[config.mk]
export PLATFORM = sky130hd
export DESIGN_NAME = mod_mem_arbiter
export DESIGN_NICKNAME = d
export VERILOG_FILES = /design/src/rtl/mem_arb_pkg.sv /design/src/rtl/mod_mem_arb_pick.sv /design/src/rtl/mod_mem_arbiter.sv
export SDC_FILE = /design/constraint.sdc
export NUM_CORES = 1
export LEC_CHECK = 0
export ABC_AREA = 1
export CORE_AREA = 2 2 122 124
export CTS_BUF_LIST = sky130_fd_sc_hd__clkbuf_16
export DETAILED_ROUTE_END_ITERATION = 6
export DIE_AREA = 0 0 124 126
export GPL_ROUTABILITY_DRIVEN = 0
export PLACE_DENSITY = 0.51
export RECOVER_POWER = 50
export SLEW_MARGIN = 20
export SYNTH_ARGS = -nofsm -noshare
export SYNTH_HDL_FRONTEND = slang
export SYNTH_SLANG_ARGS = --single-unit
export TNS_END_PERCENT = 100
[constraint.sdc]
create_clock -name clk_i -period 1.8 [get_ports clk_i]
set_input_delay 0.18 -clock clk_i [delete_from_list [all_inputs] [get_ports clk_i]]
set_output_delay 0.18 -clock clk_i [all_outputs]
set_load 0.005 [all_outputs]
[src/rtl/mem_arb_pkg.sv]
// Shared types and constants for the two-port main-memory arbiter.
//   arb_state_e     : arbiter FSM states (idle, port 0 granted, port 1 granted)
//   ARB_PORT_*      : port indices (0 = icache, 1 = dcache)
//   mem_req_t       : one port's complete memory-side request, muxed as a unit
`ifndef XLEN
`define XLEN 32
`endif
`ifndef BYTEENABLE_WIDTH
`define BYTEENABLE_WIDTH 4
`endif

package mem_arb_pkg;

  typedef enum logic [1:0] {
    ARB_IDLE   = 2'd0,
    ARB_GRANT0 = 2'd1,
    ARB_GRANT1 = 2'd2
  } arb_state_e;

  localparam logic ARB_PORT_ICACHE = 1'b0;
  localparam logic ARB_PORT_DCACHE = 1'b1;

  typedef struct packed {
    logic [`XLEN-1:0]             address;
    logic [`XLEN-1:0]             writedata;
    logic                         read;
    logic                         write;
    logic [`BYTEENABLE_WIDTH-1:0] byteenable;
  } mem_req_t;

endpackage

[src/rtl/mod_mem_arb_pick.sv]
// Combinational grant selection for the memory arbiter.
//   i_req0, i_req1 : pending requests from port 0 (icache) / port 1 (dcache)
//   i_last_grant   : port that completed the most recent transaction
//   o_grant        : port to grant (only meaningful when a request is pending)
//   o_conflict     : both ports are requesting at once
module mod_mem_arb_pick
  import mem_arb_pkg::*;
#(
  parameter int DATA_PRIORITY = 1
) (
  input  logic       i_req0,
  input  logic       i_req1,
  input  logic [1:0] i_last_grant,
  output logic       o_grant,
  output logic       o_conflict
);

  logic w_rr_pick;

  // Round-robin favours whichever port did not finish last.
  assign w_rr_pick  = (i_last_grant == 2'd0) ? ARB_PORT_DCACHE : ARB_PORT_ICACHE;
  assign o_conflict = i_req0 & i_req1;

  always_comb begin
    o_grant = ARB_PORT_ICACHE;
    if (i_req0 && i_req1) begin
      o_grant = (DATA_PRIORITY != 0) ? ARB_PORT_DCACHE : w_rr_pick;
    end else if (i_req1) begin
      o_grant = ARB_PORT_DCACHE;
    end
  end

endmodule

[src/rtl/mod_mem_arbiter.sv]
// Two-port arbiter sharing the main-memory bus between icache (port 0) and
// dcache (port 1). One whole transaction is granted at a time; the granted
// port's request is muxed onto memory_*_o and the memory strobe/read data are
// routed back only to that port.
//   clk_i, rst_i              : clock, asynchronous active-high reset
//   pN_*_i / pN_*_o           : cache-side request/response of port N
//   memory_*_o / memory_*_i   : main-memory bus
//   conflict_o                : both ports requesting in the same idle cycle
module mod_mem_arbiter
  import mem_arb_pkg::*;
#(
  parameter int DATA_PRIORITY = 1
) (
  input  logic                         clk_i,
  input  logic                         rst_i,
  input  logic [`XLEN-1:0]             p0_address_i,
  input  logic [`XLEN-1:0]             p0_writedata_i,
  input  logic                         p0_read_i,
  input  logic                         p0_write_i,
  input  logic [`BYTEENABLE_WIDTH-1:0] p0_byteenable_i,
  output logic [`XLEN-1:0]             p0_readdata_o,
  output logic                         p0_stb_o,
  input  logic [`XLEN-1:0]             p1_address_i,
  input  logic [`XLEN-1:0]             p1_writedata_i,
  input  logic                         p1_read_i,
  input  logic                         p1_write_i,
  input  logic [`BYTEENABLE_WIDTH-1:0] p1_byteenable_i,
  output logic [`XLEN-1:0]             p1_readdata_o,
  output logic                         p1_stb_o,
  output logic [`XLEN-1:0]             memory_address_o,
  output logic [`XLEN-1:0]             memory_writedata_o,
  output logic                         memory_read_o,
  output logic                         memory_write_o,
  output logic [`BYTEENABLE_WIDTH-1:0] memory_byteenable_o,
  input  logic [`XLEN-1:0]             memory_readdata_i,
  input  logic                         memory_operation_stb_i,
  output logic                         conflict_o
);

  arb_state_e r_state;
  arb_state_e w_next_state;
  logic [1:0] r_last_grant;
  logic [1:0] w_next_last;
  logic       w_req0;
  logic       w_req1;
  logic       w_grant;
  logic       w_conflict;
  logic       w_idle;
  logic       w_own0;
  logic       w_own1;
  mem_req_t   w_p0_req;
  mem_req_t   w_p1_req;
  mem_req_t   w_bus;

  assign w_req0 = p0_read_i | p0_write_i;
  assign w_req1 = p1_read_i | p1_write_i;

  mod_mem_arb_pick #(
    .DATA_PRIORITY(DATA_PRIORITY)
  ) u_pick (
    .i_req0      (w_req0),
    .i_req1      (w_req1),
    .i_last_grant(r_last_grant),
    .o_grant     (w_grant),
    .o_conflict  (w_conflict)
  );

  always_comb begin
    w_next_state = r_state;
    w_next_last  = r_last_grant;
    case (r_state)
      ARB_IDLE: begin
        if (w_req0 || w_req1) begin
          w_next_state = (w_grant == ARB_PORT_DCACHE) ? ARB_GRANT1 : ARB_GRANT0;
        end
      end
      ARB_GRANT0: begin
        // Completion wins over a same-cycle drop of the request.
        if (memory_operation_stb_i) begin
          w_next_state = ARB_IDLE;
          w_next_last  = 2'd0;
        end else if (!w_req0) begin
          w_next_state = ARB_IDLE;
        end
      end
      ARB_GRANT1: begin
        if (memory_operation_stb_i) begin
          w_next_state = ARB_IDLE;
          w_next_last  = 2'd1;
        end else if (!w_req1) begin
          w_next_state = ARB_IDLE;
        end
      end
      default: w_next_state = ARB_IDLE;
    endcase
  end

  always_ff @(posedge clk_i or posedge rst_i) begin
    if (rst_i) begin
      r_state      <= ARB_IDLE;
      r_last_grant <= 2'd1;
    end else begin
      r_state      <= w_next_state;
      r_last_grant <= w_next_last;
    end
  end

  assign w_idle = (r_state == ARB_IDLE);
  assign w_own0 = (r_state == ARB_GRANT0);
  assign w_own1 = (r_state == ARB_GRANT1);

  assign w_p0_req = '{address: p0_address_i, writedata: p0_writedata_i,
                      read: p0_read_i, write: p0_write_i,
                      byteenable: p0_byteenable_i};
  assign w_p1_req = '{address: p1_address_i, writedata: p1_writedata_i,
                      read: p1_read_i, write: p1_write_i,
                      byteenable: p1_byteenable_i};

  // Outputs are decoded straight from the state so an async reset clears the
  // bus immediately, without waiting for a clock edge.
  always_comb begin
    w_bus = '0;
    if (w_own0) begin
      w_bus = w_p0_req;
    end else if (w_own1) begin
      w_bus = w_p1_req;
    end
  end

  assign memory_address_o    = w_bus.address;
  assign memory_writedata_o  = w_bus.writedata;
  assign memory_read_o       = w_bus.read;
  assign memory_write_o      = w_bus.write;
  assign memory_byteenable_o = w_bus.byteenable;

  assign p0_stb_o      = w_own0 & memory_operation_stb_i;
  assign p1_stb_o      = w_own1 & memory_operation_stb_i;
  assign p0_readdata_o = w_own0 ? memory_readdata_i : '0;
  assign p1_readdata_o = w_own1 ? memory_readdata_i : '0;

  // Reset is held in IDLE, so mask the conflict flag while it is asserted.
  assign conflict_o = w_idle & w_conflict & ~rst_i;

endmodule
Word level (Yosys, flattened, before mapping)
Cells that the tools add are included.
{ "totals": {"mem_bits_ro": 0, "output_inout_bits": 137, "in_bits": 175, "memories": 0, "mem_bits_rw": 0, "word_cells": 31, "latch_bits": 0, "regBits": 2} }
{ "op_classes": {"eq_ne": 5, "magnitude_cmp": 0, "div_mod_pow": 0, "bitwise": 8, "addsub": 0, "reduce_logical": 4, "shift": 0, "multipliers": 0, "n_mux": 13} }
{ "op_table": {"columns": ["op", "n"], "rows": [
  ["70-bit two-way mux", 2],
  ["32-bit two-way mux", 2],
  ["2-bit two-way mux", 6],
  ["3-bit inequality test (second input constant)", 2],
  ["2-bit one-hot mux with 3 select lines", 1],
  ["1-bit AND", 5],
  ["3-bit AND reduction", 1],
  ["2-bit by 1-bit equality test with 1-bit output (second input constant)", 1],
  ["2-bit equality test (second input constant)", 1],
  ["2-bit zero test", 1],
  ["1-bit two-way mux", 2],
  ["2-bit by 1-bit inequality test with 1-bit output (second input constant)", 1],
  ["1-bit bitwise OR", 2],
  ["1-bit logical AND", 1],
  ["1-bit logical OR", 1],
  ["1-bit NOT", 1]
]} }

Longest topological paths before layout
{ "logic_depth": {"depth_word": 6, "ltp_mapped": 7, "depth_no_buf": 6} }

By module
Synthesis repeated with hierarchy kept, for this count alone.
{ "unflattened": {"hier_cells": 230, "hier_area_um2": 1318.8} }
{ "by_module_without_submodules": {"columns": ["mod", "area_per_inst_um2", "seq_area_each_um2", "n_inst", "cells_per_inst"], "rows": [
  ["mod_mem_arbiter", 1307.5, 76.3, 1, 227],
  ["mod_mem_arb_pick", 11.3, 0.0, 1, 3]
]} }

Worst setup path before layout
Ideal clock, no wire load.
{ "synth_timing": {"path_type": "register -> output", "start": "register r_state[0]", "end": "output memory_address_o[19]", "slack_ns": 0.551, "required_ns": 1.620, "path_buffers": 2, "stages_incl_launch_ff": 6, "arrival_time_ns": 1.069, "cell_sequence": "dfrtp_1 > inv_1 > nor2_4 > buf_4 > buf_4 > a22o_1"} }
{ "synth_between": {"elab_chain_len": 3, "word_cells_on_any_way": 4, "cone_classes": "eq/ne (2); mux (2)"} }
{ "synth_lines": {"columns": ["element", "line_no", "rtl"], "rows": [
  ["start: declaration", "mod_mem_arbiter.sv:40", "arb_state_e r_state;"],
  ["start signal: assignment", "mod_mem_arbiter.sv:103", "r_state <= w_next_state;"],
  ["2-bit equality test", null, null],
  ["70-bit two-way mux", "mod_mem_arbiter.sv:125", "end else if (w_own1) begin"],
  ["70-bit two-way mux *", "mod_mem_arbiter.sv:123", "if (w_own0) begin"],
  ["end: declaration", "mod_mem_arbiter.sv:30", "output logic [`XLEN-1:0] memory_address_o,"]
]} }
Every way passes the cells marked *; elsewhere a longest branch is shown, timed or not.

Final worst setup path
{ "layout_timing": {"start": "register r_state[0]", "end": "output memory_address_o[12]"} }
Same word-level chain as after synthesis.

==> results.py <==
metrics = {
    "sta": {
        "fin_tns_setup_ns": -0.1864,
        "rsz0062_at_grt": "yes",
        "finalSetupViolCount": 5,
        "fin_ws_ns": -0.1241,
        "drv_slew": 0,
        "whs_ns": 0.2678,
        "fin_skew_ns": 0.0001679,
        "relSlewSlack_pct": 86.11,
        "final_hold_viol_count": 0,
        "worst_slew_pin_slew_ns": 0.2084,
        "fmax_mhz": 519.7,
        "period_share_pct": 106.9,
        "min_period_ns": 1.924,
    },
    "cts": {
        "cts_tree": "done",
        "clk_path_buf_depth": 2,
        "cts_hold_buf": 0,
        "cts_max_level": 1,
        "clk_pin_slew_ns": 0.03,
        "clock_sinks": 2,
        "cts-root-buf": "clkbuf_16",
        "cts_buffers": 3,
        "clkLatencyLatePin_ns": 0.22,
    },
    "floorplanning": {
        "fp-row-count": 44,
        "fp.coreArea_sq_um": 14310,
        "die_area_sq_um": 15620,
        "fp.dieH_um": 126,
        "io_pins": 312,
        "die_x_um": 124,
        "initial_core_util_pct": 8.724,
    },
    "layout": {
        "syn2layout_area_growth_pct": 285.8,
        "final_cell_mix": "175 x clkdlybuf4s50_1, 67 x a22o_1, 64 x nor2_1",
        "final_nets": 717,
        "regArea_sq_um": 50.05,
        "top_regs": "r_state x2",
        "final_common_cell": "clkdlybuf4s50_1",
        "multi_input_area_sq_um": 963.4,
        "design_area_sq_um": 4817,
        "top_register": "r_state",
        "largest_reg_flops": 2,
        "layout-drive-gt1-share_pct": 17.78,
        "nFillCells": 1513,
        "n_antenna_cell": 0,
    },
    "global_route": {
        "grt_max_degree": 33,
        "grt.overflow.total": 0,
        "grt_pass1_vias": 2915,
        "antenna_found_initial": 1,
        "track_usage_pct": 12.29,
        "grt_pass1_wl_um": 14810,
    },
    "run_status": {
        "violations": "setup timing",
        "status": "complete, but fails checks",
    },
    "placed_design": {
        "hpwl_um": 8421,
        "place_area_sq_um": 4616,
        "dpl_worst_slack_ns": -0.03490,
        "portBuffers": 311,
    },
    "worst_hold_path": {
        "hold_path_class": "input port to async pin",
    },
    "routing": {
        "routedWlPerCell_um": 16.62,
        "first_iter_violations": 89,
        "num_vias": 2911,
        "final_antenna_net_count": 0,
        "routed_wl_um": 12030,
        "dr.pass1.iters": 4,
        "routed_via_density": 4.021,
        "drcViolationCount": 0,
    },
    "run": {
        "maxCapViolations": 0,
    },
    "synthesis": {
        "synth_nets": 393,
        "syn_area_sq_um": 1249,
        "synth_warnings": 0,
        "synth_cell_types": 15,
        "syn_inst": 218,
        "synth_seq_cells": 2,
        "syn-mean-instance-area_sq_um": 5.728,
        "synth-seq-area-share_pct": 4.008,
    },
    "pwr": {
        "vdd_drop_max_mv": 0.3833,
        "power_uw": 5417,
        "p_leak_uw": 0.002606,
        "powerDensity_nw_per_um2": 1125,
    },
    "critical_path": {
        "path_class": "flop to output port",
        "end_kind": "output port",
        "path_max_fanout": 15,
        "cp-start-kind": "flop",
        "cp.arrival_ns": 1.74,
        "cp.required_ns": 1.62,
    },
}
## synthesized netlist by cell type
cell,count,area (sq um)
nand3_1,1,5.000
buf_1,1,3.750
a22o_1,68,595.6
inv_2,3,11.26
dfrtp_1,2,50.05
buf_2,10,50.05
o22ai_1,2,12.51
clkbuf_1,6,22.52
nand2_1,10,37.54
buf_4,3,22.52
inv_1,39,146.4
nor2_1,69,259.0
a21oi_1,1,5.000
nor2_4,2,22.52
o21ai_0,1,5.000
## per-stage QoR
stage	cells	utilization, %
floorplan	218	-
global placement	701	32.25
detailed placement	701	32.25
CTS	713	33.05
global route	724	33.65
finish	724	33.65
## power by group
part | internal [uW] | total (uW) | leakage, uW | switching (uW)
clock | 283 | 336 | 0.0000370 | 53.2
combinational | 2900 | 4980 | 0.00254 | 2080
sequential | 66.9 | 97.1 | 0.0000251 | 30.2
## cells by family (layout without fill, tap and decap cells)
group,count (synthesis),in the layout,synth area share (%)
buffers and inverters,62,384,20.54
AOI/OAI and AO/OA,72,72,49.50
DFF,2,2,4.008
and+or+nand+nor,82,82,25.95
## area by class of cell
cell class,count,share of cell area (%)
inverter,42,3.377
multi-input combinational,154,20.00
clock buffer,3,1.558
sequential,2,1.039
timing repair buffer,339,69.25
tap,184,4.779
## worst max-delay path, cell delays in order (launching register included)
cell	delay, ns
dfrtp_1	0.41
inv_2	0.06
nor2_4	0.16
buf_12	0.17
a22o_1	0.20
clkdlybuf4s50_1	0.52
## worst paths after layout
kind	startpoint	endpoint	slack, ns	cells past startpoint
max	r_state[0]	memory_address_o[12]	-0.12	5
min	rst_i	r_state[0]	0.27	2
max reg2reg	r_state[0]	r_state[0]	0.28	10
min reg2reg	r_state[1]	r_state[0]	0.70	3
max in group asynchronous	rst_i	r_state[1]	1.40	2
min in group clk_i	p1_read_i	r_state[0]	0.69	4
## timing repair
item                       CTS  global route
buffers inserted             5             5
pin swaps                    1             5
gates resized for setup    137           150
setup endpoints to repair  135            89
gates cloned                 4             8
## metal layers
layer / global-route usage, % / part of all wire (%) / up-vias
met5: 0 / 0.11 / -
met4: 4.693 / 2.4 / 2
met3: 3.668 / 11 / 18
met2: 23.11 / 51 / 197
met1: 12.52 / 35 / 1309
li1: - / - / 1385
Power figures use the tool's default switching activity.
